## src/rtl/pattern_det_pkg.sv

```systemverilog
// Shared types and constants for the LFSR-driven pattern detector, plus the
// elaboration-time builder for the overlapping-match transition table.
package pattern_det_pkg;

  localparam int               LFSR_W          = 16;
  localparam logic [LFSR_W-1:0] TAP_MASK       = 16'hB400;
  localparam logic [LFSR_W-1:0] DEFAULT_SEED   = 16'hACE1;
  localparam int               PAT_W           = 4;
  localparam logic [PAT_W-1:0] DEFAULT_PATTERN = 4'b1011;
  localparam int               COUNT_W         = 8;
  localparam int               TBL_W           = 48;

  // State value == length of the longest pattern prefix matched so far.
  typedef enum logic [2:0] {
    IDLE = 3'd0,
    G1   = 3'd1,
    G2   = 3'd2,
    G3   = 3'd3,
    HIT  = 3'd4
  } state_e;

  // Indexed by {state, incoming bit}; unused state codes fall back to IDLE.
  typedef logic [15:0][2:0] next_tbl_t;

  // For every (matched length, bit) pair, the new length is the longest
  // pattern prefix that is a suffix of the history, i.e. the KMP automaton.
  function automatic next_tbl_t build_next_tbl(input logic [PAT_W-1:0] pat);
    logic [TBL_W-1:0] flat;
    int p;
    int h;
    int n;
    int best;
    flat = '0;
    p    = 32'(pat);
    for (int l = 0; l <= PAT_W; l++) begin
      for (int b = 0; b < 2; b++) begin
        h    = ((p >> (PAT_W - l)) << 1) | b;
        n    = l + 1;
        best = 0;
        for (int k = 1; k <= PAT_W; k++) begin
          if (k <= n && ((h & ((1 << k) - 1)) == (p >> (PAT_W - k)))) begin
            best = k;
          end
        end
        flat = flat | (TBL_W'(best) << (3 * (2 * l + b)));
      end
    end
    return flat;
  endfunction

endpackage

```

## src/rtl/lfsr16.sv

```systemverilog
// 16-bit Fibonacci LFSR, x^16+x^14+x^13+x^11+1, advancing every cycle.
// wrap flags that the state about to be loaded is the seed again.
module lfsr16
  import pattern_det_pkg::*;
#(
  parameter logic [LFSR_W-1:0] SEED = DEFAULT_SEED
) (
  input  logic              clk,
  input  logic              reset,
  output logic [LFSR_W-1:0] q,
  output logic              msb,
  output logic              wrap
);

  logic [LFSR_W-1:0] lfsr_q;
  logic [LFSR_W-1:0] lfsr_d;
  logic              fb;

  always_comb begin
    fb     = ^(lfsr_q & TAP_MASK);
    lfsr_d = {lfsr_q[LFSR_W-2:0], fb};
  end

  // NOTE: state registers use <= so every flop samples pre-edge values,
  // independent of the order in which processes are evaluated.
  always_ff @(posedge clk or negedge reset) begin
    if (!reset) begin
      lfsr_q <= SEED;
    end else begin
      lfsr_q <= lfsr_d;
    end
  end

  assign q    = lfsr_q;
  assign msb  = lfsr_q[LFSR_W-1];
  assign wrap = (lfsr_d == SEED);

endmodule

```

## src/rtl/lfsr_pattern_det.sv

```systemverilog
// Self-stimulating detector: an LFSR bit stream feeds a Moore matcher for
// PATTERN (overlap allowed) and a saturating per-period hit counter.
module lfsr_pattern_det
  import pattern_det_pkg::*;
#(
  parameter logic [LFSR_W-1:0] SEED    = DEFAULT_SEED,
  parameter logic [PAT_W-1:0]  PATTERN = DEFAULT_PATTERN
) (
  input  logic               clk,
  input  logic               reset,
  output logic               max_tick_reg,
  output logic [COUNT_W-1:0] count,
  output logic               pattern,
  output logic               lfsr_msb,
  output logic [LFSR_W-1:0]  lfsr_reg
);

  localparam next_tbl_t          NEXT_TBL  = build_next_tbl(PATTERN);
  localparam logic [COUNT_W-1:0] COUNT_MAX = '1;

  logic [LFSR_W-1:0]  lfsr_w;
  logic               msb_w;
  logic               wrap_w;
  logic               serial_bit;

  state_e             state_q;
  state_e             state_d;
  logic [COUNT_W-1:0] count_q;
  logic [COUNT_W-1:0] count_d;
  logic               tick_q;
  logic               tick_d;
  logic               hit_d;
  logic [3:0]         tbl_idx;

  lfsr16 #(
    .SEED(SEED)
  ) u_lfsr (
    .clk  (clk),
    .reset(reset),
    .q    (lfsr_w),
    .msb  (msb_w),
    .wrap (wrap_w)
  );

  assign serial_bit = msb_w;

  // NOTE: every always_comb output gets a default before any branch so no
  // path leaves it unassigned, which would otherwise infer a latch.
  always_comb begin
    tbl_idx = {state_q, serial_bit};
    state_d = state_e'(NEXT_TBL[tbl_idx]);
    hit_d   = (state_d == HIT);
    tick_d  = wrap_w;
    count_d = count_q;
    // A wrap starts a new period; a hit on that same edge belongs to it.
    if (wrap_w) begin
      count_d = hit_d ? COUNT_W'(1) : '0;
    end else if (hit_d && (count_q != COUNT_MAX)) begin
      count_d = count_q + 1'b1;
    end
  end

  always_ff @(posedge clk or negedge reset) begin
    if (!reset) begin
      state_q <= IDLE;
      count_q <= '0;
      tick_q  <= 1'b0;
    end else begin
      state_q <= state_d;
      count_q <= count_d;
      tick_q  <= tick_d;
    end
  end

  assign pattern      = (state_q == HIT);
  assign count        = count_q;
  assign max_tick_reg = tick_q;
  assign lfsr_msb     = serial_bit;
  assign lfsr_reg     = lfsr_w;

endmodule

```

## config.mk

```make
export PLATFORM = sky130hd
export DESIGN_NAME = lfsr_pattern_det
export DESIGN_NICKNAME = d
export VERILOG_FILES = /design/src/rtl/pattern_det_pkg.sv /design/src/rtl/lfsr16.sv /design/src/rtl/lfsr_pattern_det.sv
export SDC_FILE = /design/constraint.sdc
export NUM_CORES = 1
export LEC_CHECK = 0
export ABC_AREA = 1
export CORE_ASPECT_RATIO = 0.75
export CORE_MARGIN = 4
export CORE_UTILIZATION = 52
export CTS_BUF_LIST = sky130_fd_sc_hd__clkbuf_4 sky130_fd_sc_hd__clkbuf_8
export CTS_CLUSTER_SIZE = 8
export DETAILED_ROUTE_END_ITERATION = 10
export PLACE_DENSITY = 0.82
export SYNTH_ARGS = -nofsm -noshare
export SYNTH_HDL_FRONTEND = slang
export SYNTH_SLANG_ARGS = --single-unit
export TNS_END_PERCENT = 1
```

## constraint.sdc

```tcl
create_clock -name clk -period 2 [get_ports clk]
set_input_delay 0.4 -clock clk [delete_from_list [all_inputs] [get_ports clk]]
set_output_delay 0.4 -clock clk [all_outputs]
set_load 0.02 [all_outputs]
```

; After elaboration in Yosys (flattened, before gate mapping)
; Memory sizes are Yosys's and may differ from the RTL's.
; Index checks and enable logic that the tools add are counted.
[totals]
regBits = 28
rom_bits = 48
inputBits = 2
output_inout_bits = 27
elab_cells = 18
n_memories = 1
[mem_list]
columns = memory, words, width, read_ports, rd_clocked_by_memory_dff, wr, line_no
row1 = (no name shown), 16, 3, 1, 0, 0, lfsr_pattern_det.sv:51  ; state_d = state_e'(NEXT_TBL[tbl_idx]);
[classes]
add_sub_neg = 1
n_lt_le_gt_ge = 1
n_eq_ne = 4
mux = 4
reduce_logical = 3
[op_table]
columns = cell, n
row1 = 16-bit equality test (second input constant), 1
row2 = 8-bit 2-to-1 mux, 2
row3 = 16-bit XOR reduction, 1
row4 = 8-bit by 1-bit adder with 8-bit output (second input constant), 1
row5 = 8-bit != test (second input constant), 1
row6 = 3-bit equality test (second input constant), 2
row7 = 4-bit by 5-bit < comparator with 1-bit output (second input constant), 1
row8 = 3-bit 2-to-1 mux, 1
row9 = 2-bit nonzero test, 1
row10 = 1-bit logical AND, 1
row11 = 1-bit 2-to-1 mux, 1

; Logic depth before layout (Yosys ltp)
[logic_depth]
ltp_word = 6
depth_mapped = 11
depth_no_buf = 11

; Cells and area by module
; Synthesis repeated with hierarchy kept, for this count alone.
[hier_totals]
hier_cells = 158
area_unflattened_um2 = 1367.6
[modules_own_cells]
columns = mod, n_inst, cells_per_inst, area_per_inst_um2, seq_area_each_um2
row1 = lfsr_pattern_det, 1, 105, 798.3, 300.3
row2 = lfsr16, 1, 53, 569.3, 410.4

; Least setup slack after synthesis
; OpenSTA, ideal clock, no wires.
[synth_path]
kind = register to register
start = register u_lfsr.lfsr_q[15], in the netlist u_lfsr.q[15]
end = register count_q[0], in the netlist count[0]
setup_time_ns = 0.125
t_arrival_ns = 1.666
required_time_ns = 1.875
setup_slack_ns = 0.209
path_stages_with_launch = 11
path_buffers = 0
period_less_slack_ns = 1.791
cell_sequence = dfstp_2 -> inv_1 -> ha_1 -> nand2_1 -> nand3_2 -> nand2_4 -> nand2_4 -> nor2_8 -> nand2_4 -> nand3_1 -> nand3_1
[synth_between]
elab_chain_cells = 5
elab_cells_between_ends = 9
classes_between = eq/ne: 2 / mux: 3 / reduce/logical: 3 / memory: 1
[synth_lines]
columns = item, line_no
row1 = "start, declared", lfsr16.sv:15  ; logic [LFSR_W-1:0] lfsr_q;
row2 = "start signal, assigned", lfsr16.sv:30  ; lfsr_q <= lfsr_d;
row3 = memory 16 x 3 bit, -
row4 = 3-bit 2-to-1 mux (implied by the code), lfsr_pattern_det.sv:51
row5 = 3-bit equality test, lfsr_pattern_det.sv:52  ; hit_d = (state_d == HIT);
row6 = 1-bit 2-to-1 mux / 1-bit logical AND (equally long branches), "lfsr_pattern_det.sv:57, lfsr_pattern_det.sv:58"
row7 = 8-bit 2-to-1 mux / 2-bit nonzero test (equally long branches), -
row8 = "end signal, assigned", lfsr_pattern_det.sv:70  ; count_q <= count_d;
row9 = "end, declared", lfsr_pattern_det.sv:28  ; logic [COUNT_W-1:0] count_q;
; Several ways; a longest one is shown, not always the timed one. The select of a mux whose other input is x is not followed.
; A chain may end at the register's enable or synchronous reset.

; Worst setup path in the final report
[layout_path]
start = register u_lfsr.lfsr_q[13], in the netlist u_lfsr.q[13]
end = output lfsr_reg[13]
[layout_rtl]
columns = item, line_no
row1 = "end, declared", lfsr_pattern_det.sv:15  ; output logic [LFSR_W-1:0] lfsr_reg
; No word-level cell between the ends.

==> flow_summary.yaml <==
detailed_routing:
  wirelength_um: 2600
  initialDrtViolationCount: 17
  via_per_inst: 4.87
  dr.pass1.iters: 4
  drc: 0
  antenna_left: 0
  vias: 1013
  detail_route.wl_per_cell_um: 12.5
run:
  maxCapViolations: 0
critical_path:
  cp.arrival_ns: 1.52
  path_cells: "clkdlybuf4s50_1"
  path_max_fanout: 4
  rrSetupSlack_ns: 0.14
  cp-startpoint: "u_lfsr.q[13]"
  cp_slowest_stage_delay_ns: 0.61
  cp-end-kind: "output pin"
  cpLargestDelayFamily: "buffers and inverters"
  r2r-start: "u_lfsr.q[15]"
  path_depth: 1
  cp_slowest_cell: "clkdlybuf4s50_1"
  required_ns: 1.60
  r2r-end: "count[0]"
  worstSetupPathType: "reg2out"
  reg2reg_depth: 10
  critPathCapture: "lfsr_reg[13]"
  cp_num_buf_inv: 1
  startpoint_type: "register"
final_layout:
  diodes: 0
  largest_reg_flops: 16
  area_growth_pct: 26.9
  fin_util_pct: 71.5
  design_area_um2: 1690
  nNetsFinal: 182
  final_cells: 208
  final_cell_mix: "28 x nand2_1, 24 x inv_1, 24 x clkdlybuf4s50_1"
  final_layout_size_suffix_gt1_share_pct: 17.2
  final_common_cell: "nand2_1"
synthesis:
  ys.warnings.count: 0
  syn_inst: 142
  synth_xor_xnor_area_share_pct: 1.97
  synth.distinct_cells: 23
  yosysTopAreaCell: "dfrtp_1"
  synthMuxAreaShare_pct: 0
  synthTopCellsByArea: "dfrtp_1 38%, dfstp_2 16%, nand2_1 7.9%"
  yosysTopAreaCellShare_pct: 37.6
  synth-simple-area-share_pct: 30.3
  synth_adder_area_share_pct: 4.69
  synth.avg_cell_area_um2: 9.38
  syn_nets: 149
  synth-seq-cells: 28
  synth_compound_area_share_pct: 1.78
  synth_top_family_by_area: "simple AND/OR/NAND/NOR gates"
  seq_area_frac_synth_pct: 53.3
  syn_area_um2: 1330
timing:
  fin_ws_ns: 0.0803
  min_period_ns: 1.92
  fin_tns_setup_ns: 0
  fin_skew_ns: 0.00184
  final_hold_viol_count: 0
  slew_headroom_pct: 77.3
  worst_pin_slew_ns: 0.340
  fmax_ghz: 0.521
  setup-violations-final: 0
  fin_hold_ws_ns: 0.383
  period_share_pct: 96.0
  maxSlewViolCount: 0
  rsz0062_at_grt: "no"
grt:
  antenna_found_initial: 0
  grt_overflow: 0
  grt_max_degree: 29
  grt_pass1_wl_um: 4650
  grt_usage_pct: 18.4
  first_global_vias: 983
die:
  placementRows: 15
  start_util_pct: 56.3
  ios: 29
  chipWidth_um: 66.5
  core-area_um2: 2360
  die_y_um: 51.8
  die-area_um2: 3440
placed_design:
  placed_area_um2: 1660
  hpwl_um: 2000
  routabilityCongestion: 0.837
  dp.cells: 204
  port_buffers: 28
  dpl_worst_slack_ns: 0.146
clock_network:
  clockBufferDepth: 2
  clockRootBuffer: "clkbuf_4"
  cts.sinks: 28
  cts.clk_slew.worst_paths_ns: 0.14
  cts_max_level: 1
  cts_buffers: 3
  cts_tree: "built"
  cts_hold_buffers: 0
  clock_latency_ns: 0.32
pwr:
  finalPower_mw: 0.851
  p_per_area_nw_per_um2: 503
  p_leak_nw: 0.841
  peakVddDrop_mv: 0.577
status:
  status: "finished clean"
worst_hold_path:
  hp-class: "reg2reg"
[cell usage after synthesis]
library cell,number
nor2_8,1
o21ai_2,1
nand2_2,4
xnor2_1,2
nor2_1,12
ha_1,5
nand4_1,7
dfrtp_1,20
o21ai_1,1
dfstp_2,8
xor2_1,1
nor3_1,4
nand3_1,9
buf_4,1
nor2_4,1
a21oi_1,2
inv_1,24
nor2_2,1
nand3b_1,1
nand3_2,3
inv_2,2
nand2_1,28
nand2_4,4
[layer usage]
| layer | part of all wire, % | track usage [%] | up-vias |
|---|---|---|---|
| li1 | - | - | 502 |
| met1 | 46 | 23.7 | 484 |
| met2 | 47 | 30.5 | 23 |
| met3 | 5.0 | 4.32 | 4 |
| met4 | 1.4 | 6.42 | 0 |
| met5 | 0 | 0 | - |
[cells by family (layout without fill, tap and decap cells)]
| family | count (synthesis) | after routing |
|---|---|---|
| simple gates | 75 | 75 |
| flops | 28 | 28 |
| buf+inv | 27 | 59 |
| fa+ha+maj | 5 | 5 |
| compound gates | 4 | 4 |
| xor+xnor | 3 | 3 |
[worst reg2reg max path: stages (launching register included)]
cell     delay [ns]
dfstp_2        0.64
inv_1          0.08
ha_1           0.28
nand2_1        0.07
nand3_2        0.11
nand2_4        0.09
nand2_4        0.06
nor2_8         0.18
nand2_4        0.10
nand3_1        0.09
nand3_1        0.07
[cell type report]
| class | count | area, um^2 |
|---|---|---|
| clock buffers | 4 | 36.3 |
| fillers | 205 | 674 |
| inverters | 26 | 97.6 |
| multi-input cells | 87 | 517 |
| flip-flops and latches | 28 | 711 |
| well taps | 34 | 42.5 |
| repair buffers | 29 | 287 |
[what timing repair did]
action / CTS / global route
buffers inserted: 0 / 0
resized for setup: 3 / 1
setup endpoints to repair: 3 / 1
[how the worst min path moves through the flow]
stage / from / end / slack (ns) / cells after the start
2_1_floorplan: reset / count[0] / 0.10 / 0
3_3_place_gp: u_lfsr.q[6] / u_lfsr.q[7] / 0.36 / 0
3_5_place_dp: u_lfsr.q[6] / u_lfsr.q[7] / 0.37 / 0
4_1_cts: u_lfsr.q[6] / u_lfsr.q[7] / 0.38 / 0
5_1_grt: u_lfsr.q[6] / u_lfsr.q[7] / 0.39 / 0
6_report: u_lfsr.q[6] / u_lfsr.q[7] / 0.38 / 0
[power breakdown]
group / switching [mW] / internal [mW] / leakage, nW / total (mW)
combinational: 0.0103 / 0.00298 / 0.458 / 0.0133
sequential: 0 / 0.567 / 0.362 / 0.567
clock: 0.159 / 0.111 / 0.0210 / 0.270
Note: power is estimated with default switching activity, not from simulation.
